==> src/rtl/adder_tree_2to1.sv <==
`default_nettype none
// ============================================================================
// Module   : adder_tree_2to1
// Brief    : Pipelined binary reduction adder tree. One register per level,
//            sum taken modulo 2^BIT_LEN, one term vector accepted per clock.
// Revision : 1.0  initial release
// ============================================================================
module adder_tree_2to1 #(
    parameter int NUM_ELEMENTS = 10,
    parameter int BIT_LEN      = 16
) (
    input  logic               clk,
    input  logic               rst_n,
    input  logic               in_valid,
    input  logic [BIT_LEN-1:0] terms [NUM_ELEMENTS],
    output logic               out_valid,
    output logic [BIT_LEN-1:0] S
);

    function automatic int f_levels(input int n);
        return (n <= 1) ? 1 : $clog2(n);
    endfunction

    // Entry count of level k: ceil(NUM_ELEMENTS / 2^k).
    function automatic int f_count(input int k);
        return (NUM_ELEMENTS + (1 << k) - 1) >> k;
    endfunction

    localparam int C_LEVELS = f_levels(NUM_ELEMENTS);

    // w_lvl[0] is the input vector; w_lvl[k+1] is the registered output of stage k.
    logic [BIT_LEN-1:0] w_lvl [C_LEVELS+1][NUM_ELEMENTS];
    logic [C_LEVELS-1:0] r_vld;

    assign w_lvl[0] = terms;

    for (genvar k = 0; k < C_LEVELS; k++) begin : g_level
        for (genvar j = 0; j < NUM_ELEMENTS; j++) begin : g_entry
            if (j < f_count(k + 1)) begin : g_live
                logic [BIT_LEN-1:0] w_next;
                logic [BIT_LEN-1:0] r_sum;

                if (2 * j + 1 < f_count(k)) begin : g_pair
                    assign w_next = w_lvl[k][2*j] + w_lvl[k][2*j+1];
                end else begin : g_pass
                    // Odd leftover is still registered so every path has equal depth.
                    assign w_next = w_lvl[k][2*j];
                end

                always_ff @(posedge clk or negedge rst_n) begin
                    if (!rst_n) begin
                        r_sum <= '0;
                    end else begin
                        r_sum <= w_next;
                    end
                end

                assign w_lvl[k+1][j] = r_sum;
            end else begin : g_pad
                assign w_lvl[k+1][j] = '0;
            end
        end
    end

    always_ff @(posedge clk or negedge rst_n) begin
        if (!rst_n) begin
            r_vld <= '0;
        end else begin
            r_vld[0] <= in_valid;
            for (int i = 1; i < C_LEVELS; i++) begin
                r_vld[i] <= r_vld[i-1];
            end
        end
    end

    assign out_valid = r_vld[C_LEVELS-1];
    assign S         = w_lvl[C_LEVELS][0];

endmodule
`default_nettype wire

==> config.mk <==
export PLATFORM = sky130hd
export DESIGN_NAME = adder_tree_2to1
export DESIGN_NICKNAME = d
export VERILOG_FILES = /design/src/rtl/adder_tree_2to1.sv
export SDC_FILE = /design/constraint.sdc
export NUM_CORES = 1
export LEC_CHECK = 0
export ABC_CLOCK_PERIOD_IN_PS = 2200
export CAP_MARGIN = 5
export CORE_ASPECT_RATIO = 0.5
export CORE_UTILIZATION = 30
export CTS_CLUSTER_SIZE = 24
export DETAILED_ROUTE_END_ITERATION = 10
export PLACE_DENSITY = 0.59
export RECOVER_POWER = 100
export SETUP_SLACK_MARGIN = 0.15
export SLEW_MARGIN = 20
export SYNTH_ARGS = -nofsm -noshare
export SYNTH_HDL_FRONTEND = slang
export SYNTH_SLANG_ARGS = --single-unit
export TNS_END_PERCENT = 30
==> constraint.sdc <==
create_clock -name clk -period 2.2 [get_ports clk]
set_clock_uncertainty 0.15 [all_clocks]
set_input_delay 0.22 -clock clk [delete_from_list [all_inputs] [get_ports clk]]
set_output_delay 0.22 -clock clk [all_outputs]
set_load 0.05 [all_outputs]
==> summary by stage, run 1 <==
Worst setup path
Data on the critical path arrives at its endpoint at 2.65 ns. The launch instance of the worst register-to-register path is g_level[2].g_entry[0].g_live.r_sum[0]. STA classifies the critical path startpoint as a flop. The critical path class is flop to flop. The maximum net fanout on the critical path is 2. STA classifies the critical path endpoint as a flop. The worst-case reg-to-reg path depth is 8. The signal on the critical path passes through ha_1 > fa_1 > a211oi_1 > o21bai_1 > a21oi_2 > o21bai_1 > a311o_1 > xor2_1. The endpoint identified for the worst register-to-register timing path is S[14]. Across all register-to-register paths, the minimum setup slack is -0.26 ns.

The number of buffers and inverters on the critical path is 0. The gate family responsible for the most delay along the worst path is compound AO/OA/AOI/OAI gates. Among all stages on the critical path, the largest delay is contributed by sky130_fd_sc_hd__fa_1. By instance count, the cell type seen most on the critical path is sky130_fd_sc_hd__o21bai_1.

For the worst setup path, the data required time is 2.38 ns. In this design, the stage delay of the slowest critical-path cell is 0.44 ns.

Route
After the first detailed-routing iteration, the DRC count stood at 340. After detailed routing, the average wire length per cell comes to 15.01 um. Summing over every cut layer, the via total after detailed routing is 8801. After detailed routing, the number of remaining DRC violations is 0. In this run the remaining antenna-violating nets after routing total 0. The per-cell via count in the routed design is 4.742.

For this block, the routed nets add up to 27850 um of wire. The total iterations of the first detailed-routing run is 4.

Power
The worst vdd rail ir drop is 0.7069 mV. The leakage power total is 7.101 nW. The power density of the placed cells is 1162 nW/um^2.

Finish
In the final layout, the multi-input gates occupy 6551 sq um. Once layout is complete, the utilization of the core stands at 45.14%. The layout overhead on the synthesized area is 47.56%. After filler insertion, the fill cell instance count of the layout stands at 3264. The final layout contains 1675 nets.

In the final layout, the share of cells above drive strength 1 is 22.30%. The sequential cells in the finished layout cover a total of 4507 sq um. The number of antenna diodes in the final layout is 0.

Min path
The worst hold path was traced through 2 stages. The startpoint of the lowest-slack hold path is terms[49]. The path with the worst hold slack has its endpoint at g_level[0].g_entry[3].g_live.r_sum[1].

The tightest min-delay check is of the input port to flop type.

Clock tree
The TritonCTS clock tree is yes. The buffer levels on the longest clock path is 2. For this design, the sink count on the clock tree is 180. The number of CTS-inserted buffers is 17.

The clock slew at the register clock pins of the worst setup and hold paths is 0.08 ns. The tree is rooted in a sky130_fd_sc_hd__clkbuf_16. The H-tree level count is 4. The clock latency on the worst-skew pair is 0.45 ns.

Logic synthesis
After synthesis, the largest area contributor takes up 42.57% of total cell area. The post-synthesis cell count is 979. After synthesis the cells add up to 10580 sq um.

The number of synthesized flops with an enable pin is 0. The share of async-settable or async-resettable flops after synthesis is 100.0%. The number of nets produced by synthesis is 1286. The flip-flop and latch count after synthesis is 180. Among all flip-flop cells after synthesis, the most frequent one is sky130_fd_sc_hd__dfrtp_1.

The mean cell area of the mapped netlist is 10.81 sq um. The part of the Yosys area used for sequential elements is 42.57%. Summed over all instances, the cell type with the most area after synthesis is sky130_fd_sc_hd__dfrtp_1. The count of synthesis-stage warnings from yosys is 0. The distinct cell type count of the synthesized netlist is 62. By area the synthesized netlist is led by sky130_fd_sc_hd__dfrtp_1 (43%), sky130_fd_sc_hd__ha_1 (16%), sky130_fd_sc_hd__xnor2_1 (7.4%).

Die
The effective utilization at floorplan is 30.59%. The core area is 34590 sq um. The die boundary width is 267.6 um. The chip height is 134.8 um.

The initialized floorplan defines 48 standard-cell rows. For this design the top-level I/O count stands at 180. The die area is 36070 sq um.

Timing
Measured against its own limit, the worst slew margin works out to 25.22%. Setup repair after global routing could not meet its margin everywhere. The aggregate negative setup slack is -2.519 ns. The number of hold violations in the final report came to 3.

For the finished layout, the period the worst path requires is 2.463 ns. The final-report max-slew violation count is 0. The highest clock frequency the design can meet is 0.4059 GHz. The slew at the pin closest to its max-slew limit is 1.122 ns. Final hold analysis gives a worst-case slack of -0.02774 ns. The share of the cycle needed by the critical path after routing is 112.0%.

Setup slack on the critical path of the routed design comes to -0.2634 ns. Setup violations remaining at the end of the flow were counted as 30.

Status
The checks that failed: hold timing, setup timing. The flow ran to the end, but the final reports show violations.

Job
The number of violations of the max-capacitance limit is 0.

Place
The final weighted congestion in routability-driven placement is 0.8645. The detailed-placement wirelength estimate is 22230 um. The count of input and output buffers is 179.

Global routing
Entering global routing, the biggest net connects 48 pins. Across every metal layer, demand over resource in global routing totals 16.11%. The first global-routing pass estimated 45750 um of wire. The number of antenna violations at the first check in global routing is 0. The via count of the first global-routing pass is 9219. Summed over all layers, the global routing overflow is 0.
[placed cells by master, fill, tap and decap left out, drive strengths merged, types with 10 or more instances in the layout]
cell           instances
a21o                  55
a21oi                 97
a31oi                 12
buf                  170
clkbuf                41
clkdlybuf4s50        137
dfrtp                180
dlygate4sd3           29
ha                   135
inv                   33
nand2                 44
nand3                 13
nand4                 10
nor2                  55
nor3                  19
o211ai                12
o21a                  10
o21ai                 47
o21bai                21
xnor2                 89
xor2                  34
[worst reg2reg max path: stages (launching register included)]
cell and delay (ns):
sky130_fd_sc_hd__dfrtp_1 0.37, sky130_fd_sc_hd__ha_1 0.24, sky130_fd_sc_hd__fa_1 0.44, sky130_fd_sc_hd__a211oi_1 0.26, sky130_fd_sc_hd__o21bai_1 0.13, sky130_fd_sc_hd__a21oi_2 0.20
sky130_fd_sc_hd__o21bai_1 0.12, sky130_fd_sc_hd__a311o_1 0.29, sky130_fd_sc_hd__xor2_1 0.15
[repair_timing]
| item | 4_1_cts | 5_1_grt |
|---|---|---|
| endpoints found under the hold margin | 181 | 3 |
| hold buffers | 2 | 3 |
| resized for setup | 86 | 58 |
| setup buffers | 8 | 6 |
| pin swaps | 60 | 69 |
| setup endpoints to repair | 56 | 62 |
| gates cloned | 0 | 0 |
[how the worst max path moves through the flow]
| stage | start | end | slack [ns] | cells past startpoint |
|---|---|---|---|---|
| 3_5_place_dp | terms[32] | g_level[0].g_entry[3].g_live.r_sum[14] | -0.75 | 9 |
| 2_1_floorplan | g_level[0].g_entry[0].g_live.r_sum[1] | g_level[1].g_entry[0].g_live.r_sum[15] | -0.06 | 7 |
| 6_report | g_level[2].g_entry[0].g_live.r_sum[0] | S[14] | -0.26 | 8 |
| 3_3_place_gp | terms[32] | g_level[0].g_entry[3].g_live.r_sum[14] | -0.70 | 9 |
| 4_1_cts | g_level[1].g_entry[1].g_live.r_sum[0] | g_level[2].g_entry[0].g_live.r_sum[10] | -0.23 | 8 |
| 5_1_grt | g_level[0].g_entry[1].g_live.r_sum[1] | g_level[1].g_entry[0].g_live.r_sum[15] | -0.30 | 7 |
[final cells by class]
cell class | count | share of cell area (%)
clock buffers | 18 | 2.813
clock inverters | 14 | 1.002
inverters | 26 | 0.6251
multi-input cells | 767 | 41.96
flip-flops and latches | 180 | 28.86
well taps | 475 | 3.806
repair buffers | 376 | 20.93
[power by group]
part | switching (mW) | total [mW] | internal [mW] | leakage (nW)
Sequential | 0.504 | 4.92 | 4.42 | 2.09
Clock | 1.47 | 3.02 | 1.55 | 0.293
Combinational | 5.27 | 10.2 | 4.93 | 4.71
Total | 7.25 | 18.1 | 10.9 | 7.10
[synth_stat cells (7+ instances only)]
cell                       instances
sky130_fd_sc_hd__nand3_1          13
sky130_fd_sc_hd__inv_1            26
sky130_fd_sc_hd__o21ai_0          25
sky130_fd_sc_hd__and3_1            8
sky130_fd_sc_hd__o211ai_1         12
sky130_fd_sc_hd__o21a_1           10
sky130_fd_sc_hd__xnor2_1          89
sky130_fd_sc_hd__fa_1              9
sky130_fd_sc_hd__xor2_1           34
sky130_fd_sc_hd__a31oi_1          12
sky130_fd_sc_hd__ha_1            135
sky130_fd_sc_hd__nor2_1           55
sky130_fd_sc_hd__o21ai_1          22
sky130_fd_sc_hd__nand4_1          10
sky130_fd_sc_hd__a21oi_1          96
sky130_fd_sc_hd__nand2_1          44
sky130_fd_sc_hd__dfrtp_1         180
sky130_fd_sc_hd__a21o_1           55
sky130_fd_sc_hd__nand2b_1          7
sky130_fd_sc_hd__nor3_1           19
sky130_fd_sc_hd__o21bai_1         21
[per-layer routing]
layer,track usage (%),part of all wire (%),vias up
met5,0,0,-
met4,4.730,1.5,0
met3,3.191,3.0,32
met2,27.50,49,112
met1,20.66,47,4270
li1,-,-,4387
[sequential cells by signal, summed over array words and instances, names as in the netlist]
signal / cells
g_level.g_entry.g_live.r_sum: 160
S: 16
r_vld: 4
[per-stage QoR]
stage	total power, mW	instances	worst slack [ns]	area (sq um)
detailed placement	14.03	1805	-0.7532	14400
global route	19.45	1856	-0.3027	15610
CTS	17.91	1847	-0.2312	15490
finish	18.14	1856	-0.2634	15610
global placement	13.84	1805	-0.6973	14400
floorplan	10.69	979	-0.06036	10660
[logic make-up (layout without fill, tap and decap cells)]
group	Yosys count	count (layout)	synth area share (%)
adders and majority gates	144	144	17.67
buffers and inverters	32	434	1.135
AOI/OAI and AO/OA	310	310	19.66
and+or+nand+nor	187	187	8.502
DFF	180	180	42.57
xor gates and xnor gates	123	123	10.18
muxes	3	3	0.2838
Power figures use the tool's default switching activity.
==> inputs of run 2 (changes only) <==
--- a/config.mk
+++ b/config.mk
@@ -9,9 +9,11 @@
 export CAP_MARGIN = 5
 export CORE_ASPECT_RATIO = 0.5
 export CORE_UTILIZATION = 30
+export CTS_BUF_LIST = sky130_fd_sc_hd__clkbuf_4 sky130_fd_sc_hd__clkbuf_8
 export CTS_CLUSTER_SIZE = 24
 export DETAILED_ROUTE_END_ITERATION = 10
-export PLACE_DENSITY = 0.59
+export DONT_BUFFER_PORTS = 1
+export PLACE_DENSITY = 0.52
 export RECOVER_POWER = 100
 export SETUP_SLACK_MARGIN = 0.15
 export SLEW_MARGIN = 20
==> run 2 against run 1 <==
The flow still finishes with violations (hold timing, setup timing); first-iteration DRC count up 14%; setup slack better by 0.10 ns; worst hold slack worse by 0.72 ns; combinational power down 12%; sequential share of layout area up 2.3 points; critical path type unchanged; global-route usage down 0.79 points.
==> summary by stage, run 2 (synthesis gave the netlist of run 1 again) <==
Place
The number of placed instances, taps included is 1527. At the placement stage, the worst setup path has a slack of -0.1788 ns. The count of input and output buffers is 0. The final weighted congestion in routability-driven placement is 0.8195. After legalization and detailed placement, the total HPWL measured 19950 um.

Timing
Headroom to the max-slew limit came out at 69.10%. The final-report max-slew violation count is 0. The aggregate negative setup slack is -0.5090 ns. The number of hold violations in the final report is 180. At the pin with the least slew margin, the transition time is 0.4635 ns. The shortest period the worst path allows is 2.364 ns. Dividing the final minimum period by the clock period gives 107.4%.

The number of failing setup endpoints in the final timing report is 7. Timing would allow up to 0.4231 GHz. The smallest setup slack after layout is -0.1636 ns. Setup repair after global routing could not meet its margin everywhere. The final-layout worst hold slack is -0.7459 ns.

Worst setup path
The launch instance of the worst register-to-register path is g_level[1].g_entry[0].g_live.r_sum[0]. The endpoint arrival time on the critical path is 2.58 ns. For the worst setup path, the data required time is 2.42 ns. The critical path class is flop to flop. The setup check on the worst reg-to-reg path leaves a slack of -0.16 ns. STA classifies the critical path endpoint as a flop. The endpoint identified for the worst register-to-register timing path is g_level[2].g_entry[0].g_live.r_sum[14]. Of all nets on the critical path, the largest fanout is 2. The startpoint type of the worst setup path is a flop.

The worst-case reg-to-reg path depth is 8.

Finish
The non-filler instance count after layout is 1730. The register with the most flip-flops in the final layout is g_level.g_entry.g_live.r_sum. The number of flip-flops in the largest register is 160. In the final layout, the share of cells above drive strength 1 is 18.25%. The layout overhead on the synthesized area is 36.54%.

The commonest non-fill, non-tap cell in the layout is sky130_fd_sc_hd__dfrtp_1. After the last flow step, the layout net total stands at 1550. The number of antenna diodes in the final layout is 0. Leaving out fill and tap cells, the most frequent cells in the layout are sky130_fd_sc_hd__dfrtp_1 (176), sky130_fd_sc_hd__dlygate4sd3_1 (153), sky130_fd_sc_hd__ha_1 (114).

Route
The final routed wire length divided by cell count is 15.54 um. After detailed routing, the number of remaining DRC violations is 0. For this block, the initial DRC count from the detailed router was 387. The number of nets with antenna violations after detailed routing is 0. The total iterations of the first detailed-routing run is 5.

The vias after detailed routing is 8349. The per-cell via count in the routed design is 4.826. For this block, the routed nets add up to 26880 um of wire.

Die
After floorplanning, the core was divided into 48 placement rows. 180 I/O pins were placed. The chip height is 134.8 um.

The core region is 34590 sq um. The die covers 36070 sq um. The die boundary width is 267.6 um. The initial utilization of the core area, before any placement, comes to 30.59%.

Power
The power density of the placed cells is 1168 nW/um^2. The worst vdd rail ir drop is 0.5040 mV. The leakage power total is 6.377 nW.

Clock tree
The number of CTS-inserted buffers is 17. The clock tree root buffer cell is sky130_fd_sc_hd__clkbuf_8. The clock drives 180 sinks. Clock-pin slew was measured on the worst setup and hold paths at 0.11 ns. For the worst-skew pair, the clock arrives at the later sink with an insertion delay of 0.49 ns. The clock passes through at most 2 buffers. In this run the number of H-tree levels came out at 4.

The TritonCTS clock tree is yes.

Status
The flow ran to the end, but the final reports show violations. The final reports fail on hold timing, setup timing.

Job
The number of violations of the max-capacitance limit is 0.

Global routing
Summed over all layers, the global routing overflow is 0. Global routing consumed, over all layers together, 15.31% of the routing resources. The maximum number of pins on one net before global-route repair is 181.

The wire length of the first global-routing pass is 43440 um. The number of antenna violations at the first check in global routing came to 1. The via count of the first global-routing pass is 8702.

Min path
The path class of the lowest-slack min-delay path is input port to async pin.
[run 2: cell count changes in the layout (fill, tap and decap cells not counted), moves of 6 or more]
cell,change
sky130_fd_sc_hd__clkbuf_1,-9
sky130_fd_sc_hd__xnor2_1,+7
sky130_fd_sc_hd__a21oi_1,-13
sky130_fd_sc_hd__clkdlybuf4s50_1,-137
sky130_fd_sc_hd__clkbuf_8,+16
sky130_fd_sc_hd__clkbuf_16,-17
sky130_fd_sc_hd__dlymetal6s2s_1,-9
sky130_fd_sc_hd__a21oi_2,+15
sky130_fd_sc_hd__dlygate4sd3_1,+124
sky130_fd_sc_hd__buf_4,-78
sky130_fd_sc_hd__clkbuf_4,-10
sky130_fd_sc_hd__ha_4,+6
sky130_fd_sc_hd__xnor2_2,-7
[run 2: per-stage QoR]
step	hold slack (ns)	cell area, sq um	util (%)	total power, mW
CTS	-0.7959	14050	40.62	16.37
floorplan	-0.2256	10660	-	10.69
detailed placement	-0.2236	11820	34.18	12.91
global placement	-0.2225	11820	34.18	12.79
global route	-0.8053	14450	41.76	18.20
finish	-0.7459	14450	41.76	16.87
[run 2: final cells by class]
cell class                      instances  area (sq um)
Clock buffer                           17         234.0
Clock inverter                         14         177.7
Tap cell                              475         594.3
Inverter                               26         97.59
Multi-Input combinational cell        767          6538
Sequential cell                       180          4509
Fill cell                            3369         20150
Timing Repair Buffer                  251          2297
[run 2: per-layer routing]
| metal | GRT usage, % | vias to the layer above | part of all wire [%] |
|---|---|---|---|
| li1 | - | 4140 | - |
| met1 | 19.86 | 4053 | 47 |
| met2 | 25.78 | 134 | 49 |
| met3 | 3.611 | 22 | 3.7 |
| met4 | 3.746 | 0 | 0.96 |
| met5 | 0 | - | 0 |
[run 2: power breakdown]
group	total (mW)	switching, mW	internal, mW
clock	2.39	1.33	1.06
sequential	5.53	1.12	4.41
combinational	8.94	4.33	4.61
total	16.9	6.78	10.1
[run 2: what timing repair did]
item / 4_1_cts / 5_1_grt
setup endpoints to repair: 34 / 48
setup buffers: 12 / 7
hold endpoints to repair: 258 / 181
pin swaps: 40 / 42
hold buffers: 152 / 1
resized for setup: 42 / 60
[run 2: how the worst max path moves through the flow]
stage / from / end / slack [ns] / cells past startpoint
floorplan: g_level[0].g_entry[0].g_live.r_sum[1] / g_level[1].g_entry[0].g_live.r_sum[15] / -0.06 / 7
global placement: g_level[0].g_entry[0].g_live.r_sum[0] / g_level[1].g_entry[0].g_live.r_sum[12] / -0.15 / 8
detailed placement: terms[32] / g_level[0].g_entry[3].g_live.r_sum[14] / -0.18 / 9
CTS: g_level[1].g_entry[0].g_live.r_sum[0] / g_level[2].g_entry[0].g_live.r_sum[14] / -0.15 / 8
global route: g_level[1].g_entry[0].g_live.r_sum[0] / g_level[2].g_entry[0].g_live.r_sum[14] / -0.26 / 8
finish: g_level[1].g_entry[0].g_live.r_sum[0] / g_level[2].g_entry[0].g_live.r_sum[14] / -0.16 / 8
[run 2: critical path: stages, from the launching register on]
cell and delay, ns:
sky130_fd_sc_hd__dfrtp_1 0.38, sky130_fd_sc_hd__ha_2 0.20, sky130_fd_sc_hd__fa_2 0.37, sky130_fd_sc_hd__a21oi_2 0.17, sky130_fd_sc_hd__o21ai_2 0.09, sky130_fd_sc_hd__a2111o_1 0.41
sky130_fd_sc_hd__a41oi_2 0.23, sky130_fd_sc_hd__o21ai_1 0.10, sky130_fd_sc_hd__xor2_1 0.15
==> inputs of run 3 (changes only) <==
--- a/config.mk
+++ b/config.mk
@@ -5,7 +5,6 @@
 export SDC_FILE = /design/constraint.sdc
 export NUM_CORES = 1
 export LEC_CHECK = 0
-export ABC_CLOCK_PERIOD_IN_PS = 2200
 export CAP_MARGIN = 5
 export CORE_ASPECT_RATIO = 0.5
 export CORE_UTILIZATION = 30
==> results of run 3 <==
No change in the layout: final DEF, timing and power equal those of run 2.
